<file path="src/rtl/wb_regfile_if.sv">
`default_nettype none
// ============================================================================
//  Module      : wb_regfile_if
//  Description : Bundle between the write-back stage, the register file, the
//                decode/execute read ports and the debug trace.
//                slave  - the register file (consumes wb_* and read addresses)
//                master - the pipeline side (drives wb_* and read addresses)
//                Ports carried: wb_* write requests and wb_pc, rs/rt read
//                ports, hi/lo read data, debug_wb_* trace and retire_count.
//  Revision    : 1.0 - initial release
// ============================================================================
interface wb_regfile_if #(
  parameter int DATA_WIDTH = 32,
  parameter int ADDR_WIDTH = 5
);
  // Write-back requests from the MEM/WB stage register
  logic                  wb_regfile_write_enable;
  logic [ADDR_WIDTH-1:0] wb_regfile_write_addr;
  logic [DATA_WIDTH-1:0] wb_regfile_write_data;
  logic                  wb_hi_write_enable;
  logic [DATA_WIDTH-1:0] wb_hi_write_data;
  logic                  wb_lo_write_enable;
  logic [DATA_WIDTH-1:0] wb_lo_write_data;
  logic [DATA_WIDTH-1:0] wb_pc;

  // Read ports
  logic [ADDR_WIDTH-1:0] rs_addr;
  logic [DATA_WIDTH-1:0] rs_data;
  logic [ADDR_WIDTH-1:0] rt_addr;
  logic [DATA_WIDTH-1:0] rt_data;
  logic [DATA_WIDTH-1:0] hi_data;
  logic [DATA_WIDTH-1:0] lo_data;

  // Debug trace and retirement counter
  logic [DATA_WIDTH-1:0] debug_wb_pc;
  logic [3:0]            debug_wb_rf_wen;
  logic [ADDR_WIDTH-1:0] debug_wb_rf_wnum;
  logic [DATA_WIDTH-1:0] debug_wb_rf_wdata;
  logic [31:0]           retire_count;

  modport slave (
    input  wb_regfile_write_enable, wb_regfile_write_addr, wb_regfile_write_data,
    input  wb_hi_write_enable, wb_hi_write_data,
    input  wb_lo_write_enable, wb_lo_write_data,
    input  wb_pc,
    input  rs_addr, rt_addr,
    output rs_data, rt_data, hi_data, lo_data,
    output debug_wb_pc, debug_wb_rf_wen, debug_wb_rf_wnum, debug_wb_rf_wdata,
    output retire_count
  );

  modport master (
    output wb_regfile_write_enable, wb_regfile_write_addr, wb_regfile_write_data,
    output wb_hi_write_enable, wb_hi_write_data,
    output wb_lo_write_enable, wb_lo_write_data,
    output wb_pc,
    output rs_addr, rt_addr,
    input  rs_data, rt_data, hi_data, lo_data,
    input  debug_wb_pc, debug_wb_rf_wen, debug_wb_rf_wnum, debug_wb_rf_wdata,
    input  retire_count
  );
endinterface
`default_nettype wire

</file>
<file path="src/rtl/wb_regfile.sv">
`default_nettype none
// ============================================================================
//  Module      : wb_regfile
//  Description : Write-back consumer of the MEM/WB stage register. Holds the
//                GPR file and HI/LO, commits wb_* requests on the rising edge,
//                serves two combinational GPR read ports and HI/LO reads with
//                same-cycle write-through bypass, and drives the debug trace
//                and a retired-instruction counter.
//  Ports       : clk - system clock
//                rst - synchronous reset, active-high
//                bus - wb_regfile_if.slave (write-back, read ports, trace)
//  Revision    : 1.0 - initial release
// ============================================================================
module wb_regfile #(
  parameter int DATA_WIDTH = 32,
  parameter int ADDR_WIDTH = 5,
  parameter int GPR_NUM    = 32
) (
  input  logic         clk,
  input  logic         rst,
  wb_regfile_if.slave  bus
);

  // The address decode assumes every address maps to exactly one register.
  generate
    if (GPR_NUM != (1 << ADDR_WIDTH)) begin : g_bad_gpr_num
      $error("wb_regfile: GPR_NUM must equal 2**ADDR_WIDTH");
    end
  endgenerate

  logic [DATA_WIDTH-1:0] gpr_q [GPR_NUM];
  logic [DATA_WIDTH-1:0] gpr_d [GPR_NUM];
  logic [DATA_WIDTH-1:0] hi_q, hi_d;
  logic [DATA_WIDTH-1:0] lo_q, lo_d;
  logic [31:0]           retire_count_q, retire_count_d;

  logic                  gpr_wr;

  // $0 is never written, so gpr_q[0] stays at its reset value of zero; the
  // read mux still forces zero explicitly so $0 never depends on storage.
  assign gpr_wr = bus.wb_regfile_write_enable &&
                  (bus.wb_regfile_write_addr != '0);

  // --------------------------------------------------------------------------
  // Next-state
  // --------------------------------------------------------------------------
  always_comb begin
    gpr_d = gpr_q;
    if (gpr_wr) begin
      gpr_d[bus.wb_regfile_write_addr] = bus.wb_regfile_write_data;
    end

    hi_d = bus.wb_hi_write_enable ? bus.wb_hi_write_data : hi_q;
    lo_d = bus.wb_lo_write_enable ? bus.wb_lo_write_data : lo_q;

    // A zero PC is a pipeline bubble; every other WB slot retires, whether
    // or not it writes a register (branches and stores count too).
    retire_count_d = retire_count_q;
    if (bus.wb_pc != '0) begin
      retire_count_d = retire_count_q + 32'd1;
    end
  end

  // --------------------------------------------------------------------------
  // State
  // --------------------------------------------------------------------------
  always_ff @(posedge clk) begin
    if (rst) begin
      for (int i = 0; i < GPR_NUM; i++) begin
        gpr_q[i] <= '0;
      end
      hi_q           <= '0;
      lo_q           <= '0;
      retire_count_q <= '0;
    end else begin
      gpr_q          <= gpr_d;
      hi_q           <= hi_d;
      lo_q           <= lo_d;
      retire_count_q <= retire_count_d;
    end
  end

  // --------------------------------------------------------------------------
  // Read ports: $0 reads zero, else the in-flight write wins over storage so
  // decode sees the value being committed this same cycle.
  // --------------------------------------------------------------------------
  function automatic logic [DATA_WIDTH-1:0] gpr_read(
    input logic [ADDR_WIDTH-1:0] addr,
    input logic                  wr_en,
    input logic [ADDR_WIDTH-1:0] wr_addr,
    input logic [DATA_WIDTH-1:0] wr_data,
    input logic [DATA_WIDTH-1:0] stored
  );
    if (addr == '0) begin
      return '0;
    end else if (wr_en && (wr_addr == addr)) begin
      return wr_data;
    end else begin
      return stored;
    end
  endfunction

  assign bus.rs_data = gpr_read(bus.rs_addr, bus.wb_regfile_write_enable,
                                bus.wb_regfile_write_addr,
                                bus.wb_regfile_write_data, gpr_q[bus.rs_addr]);
  assign bus.rt_data = gpr_read(bus.rt_addr, bus.wb_regfile_write_enable,
                                bus.wb_regfile_write_addr,
                                bus.wb_regfile_write_data, gpr_q[bus.rt_addr]);

  assign bus.hi_data = bus.wb_hi_write_enable ? bus.wb_hi_write_data : hi_q;
  assign bus.lo_data = bus.wb_lo_write_enable ? bus.wb_lo_write_data : lo_q;

  // --------------------------------------------------------------------------
  // Trace: straight pass-through of the slot being committed on this edge.
  // Writes to $0 are still reported so the trace matches the instruction.
  // --------------------------------------------------------------------------
  assign bus.debug_wb_pc       = bus.wb_pc;
  assign bus.debug_wb_rf_wen   = {4{bus.wb_regfile_write_enable}};
  assign bus.debug_wb_rf_wnum  = bus.wb_regfile_write_addr;
  assign bus.debug_wb_rf_wdata = bus.wb_regfile_write_data;

  assign bus.retire_count = retire_count_q;

endmodule
`default_nettype wire
</file>
<file path="src/flat_wrapper.sv">
// flat-port wrapper written by rule: the top's interface ports become plain ports
module wb_regfile_flat 
#(
  parameter int DATA_WIDTH = 32,
  parameter int ADDR_WIDTH = 5,
  parameter int GPR_NUM    = 32
)
  (clk, rst, bus_wb_regfile_write_enable, bus_wb_regfile_write_addr, bus_wb_regfile_write_data, bus_wb_hi_write_enable, bus_wb_hi_write_data, bus_wb_lo_write_enable, bus_wb_lo_write_data, bus_wb_pc, bus_rs_addr, bus_rt_addr, bus_rs_data, bus_rt_data, bus_hi_data, bus_lo_data, bus_debug_wb_pc, bus_debug_wb_rf_wen, bus_debug_wb_rf_wnum, bus_debug_wb_rf_wdata, bus_retire_count);
  wb_regfile_if #(.DATA_WIDTH(DATA_WIDTH), .ADDR_WIDTH(ADDR_WIDTH)) bus_i ();
  input  logic clk;
  input  logic rst;
  input wire logic [$bits(bus_i.wb_regfile_write_enable)-1:0] bus_wb_regfile_write_enable;
  input wire logic [$bits(bus_i.wb_regfile_write_addr)-1:0] bus_wb_regfile_write_addr;
  input wire logic [$bits(bus_i.wb_regfile_write_data)-1:0] bus_wb_regfile_write_data;
  input wire logic [$bits(bus_i.wb_hi_write_enable)-1:0] bus_wb_hi_write_enable;
  input wire logic [$bits(bus_i.wb_hi_write_data)-1:0] bus_wb_hi_write_data;
  input wire logic [$bits(bus_i.wb_lo_write_enable)-1:0] bus_wb_lo_write_enable;
  input wire logic [$bits(bus_i.wb_lo_write_data)-1:0] bus_wb_lo_write_data;
  input wire logic [$bits(bus_i.wb_pc)-1:0] bus_wb_pc;
  input wire logic [$bits(bus_i.rs_addr)-1:0] bus_rs_addr;
  input wire logic [$bits(bus_i.rt_addr)-1:0] bus_rt_addr;
  output wire logic [$bits(bus_i.rs_data)-1:0] bus_rs_data;
  output wire logic [$bits(bus_i.rt_data)-1:0] bus_rt_data;
  output wire logic [$bits(bus_i.hi_data)-1:0] bus_hi_data;
  output wire logic [$bits(bus_i.lo_data)-1:0] bus_lo_data;
  output wire logic [$bits(bus_i.debug_wb_pc)-1:0] bus_debug_wb_pc;
  output wire logic [$bits(bus_i.debug_wb_rf_wen)-1:0] bus_debug_wb_rf_wen;
  output wire logic [$bits(bus_i.debug_wb_rf_wnum)-1:0] bus_debug_wb_rf_wnum;
  output wire logic [$bits(bus_i.debug_wb_rf_wdata)-1:0] bus_debug_wb_rf_wdata;
  output wire logic [$bits(bus_i.retire_count)-1:0] bus_retire_count;
  assign bus_i.wb_regfile_write_enable = bus_wb_regfile_write_enable;
  assign bus_i.wb_regfile_write_addr = bus_wb_regfile_write_addr;
  assign bus_i.wb_regfile_write_data = bus_wb_regfile_write_data;
  assign bus_i.wb_hi_write_enable = bus_wb_hi_write_enable;
  assign bus_i.wb_hi_write_data = bus_wb_hi_write_data;
  assign bus_i.wb_lo_write_enable = bus_wb_lo_write_enable;
  assign bus_i.wb_lo_write_data = bus_wb_lo_write_data;
  assign bus_i.wb_pc = bus_wb_pc;
  assign bus_i.rs_addr = bus_rs_addr;
  assign bus_i.rt_addr = bus_rt_addr;
  assign bus_rs_data = bus_i.rs_data;
  assign bus_rt_data = bus_i.rt_data;
  assign bus_hi_data = bus_i.hi_data;
  assign bus_lo_data = bus_i.lo_data;
  assign bus_debug_wb_pc = bus_i.debug_wb_pc;
  assign bus_debug_wb_rf_wen = bus_i.debug_wb_rf_wen;
  assign bus_debug_wb_rf_wnum = bus_i.debug_wb_rf_wnum;
  assign bus_debug_wb_rf_wdata = bus_i.debug_wb_rf_wdata;
  assign bus_retire_count = bus_i.retire_count;
  wb_regfile #(.DATA_WIDTH(DATA_WIDTH), .ADDR_WIDTH(ADDR_WIDTH), .GPR_NUM(GPR_NUM)) u_core (.clk(clk), .rst(rst), .bus(bus_i));
endmodule
</file>
<file path="config.mk">
export PLATFORM = sky130hd
export DESIGN_NAME = wb_regfile_flat
export DESIGN_NICKNAME = d
export VERILOG_FILES = /design/src/rtl/wb_regfile_if.sv /design/src/rtl/wb_regfile.sv /design/src/flat_wrapper.sv
export SDC_FILE = /design/constraint.sdc
export NUM_CORES = 2
export LEC_CHECK = 0
export ABC_AREA = 1
export BUFFER_PORTS_ARGS = -buffer_cell sky130_fd_sc_hd__buf_2
export CELL_PAD_IN_SITES_DETAIL_PLACEMENT = 0
export CELL_PAD_IN_SITES_GLOBAL_PLACEMENT = 1
export CORE_UTILIZATION = 44
export DETAILED_ROUTE_END_ITERATION = 10
export PLACE_DENSITY_LB_ADDON = 0.3
export SLEW_MARGIN = 20
export SYNTH_ARGS = -nofsm -noshare
export SYNTH_HDL_FRONTEND = slang
export SYNTH_SLANG_ARGS = --single-unit
</file>
<file path="constraint.sdc">
create_clock -name clk -period 3.3 [get_ports clk]
set_input_delay 0.99 -clock clk [delete_from_list [all_inputs] [get_ports clk]]
set_output_delay 0.99 -clock clk [all_outputs]
set_load 0.02 [all_outputs]
</file>
Word level (Yosys, flattened, before mapping). Index checks and enable logic that the tools add are counted.

Bitwise logic cells: 3. Mux-type cells: 15. Reduce and logical (&&, ||, !) cells: 8. Add/sub/neg operators: 1. Equality and inequality tests: 2. Order comparisons: 4.

Operators with widths (count): $bwmux 1024 (1); $mux 32 (11); $bmux 32 s5 (2); $demux 32 s5 (1); $add 32x1->32 const B (1); $reduce_bool 32->1 (1); $ge 6x6->1 const B (3); $not 5->6 (3); $eq 5x5->1 (2); $logic_not 5->1 (2); $lt 6x1->1 const B (1); $reduce_bool 5->1 (1); $logic_and 1x1->1 (4).

Register bits after elaboration: 1120. Output and inout port bits: 233.

Depth between registers and ports, before layout.
Word-level depth: 6. Mapped depth: 13. Gate-level depth less buffers: 10.

Worst setup path after synthesis. OpenSTA, ideal clock, no wires.

Path type: input-to-output. Start: input bus_rt_addr[3]. End: output bus_rt_data[16]. Arrival: 2381 ps. Path slack: -71 ps. Buffers on the path: 3. Stages on the path: 7. Cell sequence: buf_2 xor2_1 a211oi_4 nand3_2 buf_6 buf_4 a21oi_1.

Word-level cells in the longest chain between the ends: 6.

RTL lines: start: declaration (RTL line flat_wrapper.sv:21) `input wire logic [$bits(bus_i.rt_addr)-1:0] bus_rt_addr;`; $not 5->6 (not written as such) (RTL line wb_regfile.sv:108) `bus.wb_regfile_write_data, gpr_q[bus.rt_addr]);`; $bmux 32 s5 (RTL line wb_regfile.sv:108); $mux 32 (not written as such) (2 in series) (RTL line wb_regfile.sv:108); $mux 32 (RTL line wb_regfile.sv:96) `end else if (wr_en && (wr_addr == addr)) begin`; $mux 32 (*) (RTL line wb_regfile.sv:94) `if (addr == '0) begin`; end: declaration (RTL line flat_wrapper.sv:23) `output wire logic [$bits(bus_i.rt_data)-1:0] bus_rt_data;`.

Every way passes the cells marked *; elsewhere a longest branch is shown, timed or not. The select of a mux whose other input is x is not followed.

Worst setup path after layout.
Start: input bus_rs_addr[0]. End: output bus_rs_data[11].

Word-level cells in the longest chain between the ends: 6.

RTL lines: start: declaration (RTL line flat_wrapper.sv:20) `input wire logic [$bits(bus_i.rs_addr)-1:0] bus_rs_addr;`; $not 5->6 (not written as such) (RTL line wb_regfile.sv:105) `bus.wb_regfile_write_data, gpr_q[bus.rs_addr]);`; $bmux 32 s5 (RTL line wb_regfile.sv:105); $mux 32 (not written as such) (2 in series) (RTL line wb_regfile.sv:105); $mux 32 (RTL line wb_regfile.sv:96); $mux 32 (*) (RTL line wb_regfile.sv:94); end: declaration (RTL line flat_wrapper.sv:22) `output wire logic [$bits(bus_i.rs_data)-1:0] bus_rs_data;`.

Marked as above.

==> metrics <==
status=complete, but fails checks; violated checks=setup timing; routed via count=69,570; cell with the most instances after synthesis=nand2_1; CTS tree=built; RSZ-0062 raised after global routing=true; Post-synth EDFFs=0; syn_nets=9,484; post-route ant nets=0; Boundary Pins=381; Clock Skew=0.00973 ns; final cycle utilization of the critical path=1.15; max_cap viols=0; Die H=374 um; first-pass GRT wire length=404,000 um; Buffers on Ports=380; maximum vdd drop=424 uV; Setup WS post-layout=-0.486 ns; max incr delay on CP=0.19 ns; Synth Warn #=0; number of global-route vias before repair=61,996; full die area=0.140 mm^2; layout cells sized above 1=0.202; Seq/Total Area, Yosys=0.369; Final Wtd Congestion=0.990; CORE AREA=0.137 mm^2; async set-reset flop share out of synthesis=0; critical path arrival=2.80 ns; critical path, cell by cell=buf_16, buf_16, buf_16, buf_12, buf_6, o211ai_1, nand3_1, nand2_1, nand2_1, nand2_1, nand3_2, nand2_4, inv_2, buf_6; Mapped Cells=9,335; 1st-iter DRT viols=9,076; hold_buf cts=0; pre-CTS setup slack=-0.730 ns; worst hold path class=reg -> reg; Sink Count=1,120; Slew Limit Headroom=0.533; Mapped Area=0.0608 mm^2; syn avg cell area=6.51 um^2; drt drc=0; detailed placement HPWL=180,000 um; share of the synthesized area in the top cell type=0.369; worst skew pair latency=0.77 ns; Synth area leaders=dfxtp_1 (37%), o21ai_0 (11%), nand2_1 (8.6%); most frequent cells after synthesis=nand2_1 (1,389), o21ai_0 (1,360), nor2_1 (1,191); largest net degree at the start of global routing=118; fmax=0.264 GHz; DR pass1 iterations=8; total global routing overflow=0; min Tclk post-route=3.79 ns; Post-synth top flop=dfxtp_1; Slew Viols, Final=0; Crit Path Max Fanout=7; CP required=2.31 ns; Leak=0.0332 uW; Max clock buf depth=3; crit path capture type=output pin; post-synth top area cell=dfxtp_1; Max H-tree Level=4; initial antenna violation count=6; # nets final=9,861; P&R area growth vs syn=29.0%; number of fill cells=13,114; wire per inst=24.4 um; final hold vios=0; Setup violations, final=64; CTS buffer count=134; Tot GR Track Use=0.382; Seq cells post-synth=1,120; Root Driver=clkbuf_16; CP Launch Type=input pin; cell area power density=458 mW/mm^2; clock slew at reported path FFs=0.06 ns; DR vias/cell=5.99; actual slew at the worst max-slew pin=0.700 ns; Initial Util=0.443; num rows=136; CP max-delay cell=buf_16; Routed WL=284,000 um; kind of critical path=in -> out; synth unique cells=39; setup TNS=-24.05 ns; Die Width=374 um
==> per-layer routing <==
layer | wire [um] | global-route usage | vias to the layer above
met3 | 31500 | 0.0790 | 965
met2 | 121000 | 0.574 | 4335
met4 | 22000 | 0.267 | 8
met5 | 73 | 0 | -
li1 | - | - | 31983
met1 | 109000 | 0.488 | 32279
==> per-stage QoR <==
stage | area (um^2) | std cells | hold slack, ns | util | power [uW]
4_1_cts | 75500 | 11547 | 0.438 | 0.550 | 35300
5_1_grt | 78400 | 11611 | 0.455 | 0.571 | 36900
3_3_place_gp | 68200 | 11253 | 0.419 | 0.496 | 19500
3_5_place_dp | 68200 | 11253 | 0.428 | 0.496 | 19500
6_report | 78400 | 11611 | 0.437 | 0.571 | 35900
2_1_floorplan | 60900 | 9335 | 0.410 | - | 17100
==> state kept, by name, indices dropped and copies added (netlist names) <==
signal                   cells
u_core.hi_q                 32
u_core.lo_q                 32
u_core.bus.retire_count     32
u_core.gpr_q              1024
==> cell usage in the layout (no fill, tap or decap), drive strengths merged, types with 2 or more instances in the layout <==
cell	instances
xor2	9
nor3b	2
o22ai	6
buf	1128
bufinv	8
clkbuf	247
nor2	1216
o21ai	1394
xnor2	3
clkinvlp	3
nor3	37
and3	2
nand4	21
o211ai	504
nor4	2
or2	46
a21oi	998
bufbuf	14
inv	710
dfxtp	1120
nand2	1389
nand3	919
clkinv	28
a211oi	2
nand3b	5
==> final timing paths <==
path                                                 start                           to  slack [ns]  cells after the start
worst max-delay path                        bus_rs_addr[0]              bus_rs_data[11]       -0.49                     14
worst min-delay path                     u_core.gpr_q[992]            u_core.gpr_q[992]        0.44                      2
worst max register to register  u_core.bus.retire_count[0]  u_core.bus.retire_count[30]        1.09                     10
worst min register to register           u_core.gpr_q[992]            u_core.gpr_q[992]        0.44                      2
==> critical path: cells and delay by family <==
family	cells	cell delay (ns)
compound gates	1	0.19
buf+inv	7	0.95
simple gates	6	0.62
==> final cells by class <==
type	count	area, um^2	share of cell area
Timing Repair Buffer	1186	12900	0.165
Clock buffer	203	4110	0.0525
Timing Repair inverter	1	20.0	0.000255
Antenna cell	1	2.50	0.0000319
Inverter	711	2750	0.0351
Multi-Input combinational cell	6558	33500	0.427
Tap cell	1794	2240	0.0286
Clock inverter	37	404	0.00515
Sequential cell	1120	22400	0.286
==> repair_timing <==
action | CTS | global route
cloned | 34 | 47
pin swaps | 53 | 214
gates resized for setup | 412 | 477
setup endpoints to repair | 64 | 64
buffers inserted | 22 | 31
==> logic make-up after synthesis <==
logic type               count (synthesis)  synth area share
XOR/XNOR                                12           0.00173
adder cells (fa/ha/maj)                  1          0.000206
buffers and inverters                 1657             0.117
flip-flops                            1120             0.369
AO/OA/AOI/OAI                         2906             0.261
AND/OR/NAND/NOR                       3639             0.251
==> where the power goes <==
group          switching, uW  internal (uW)  total [uW]
Clock                   6220           9200       15400
Combinational           4150           2500        6650
Sequential              92.1          13700       13800
Total                  10500          25400       35900
Power figures use the tool's default switching activity.
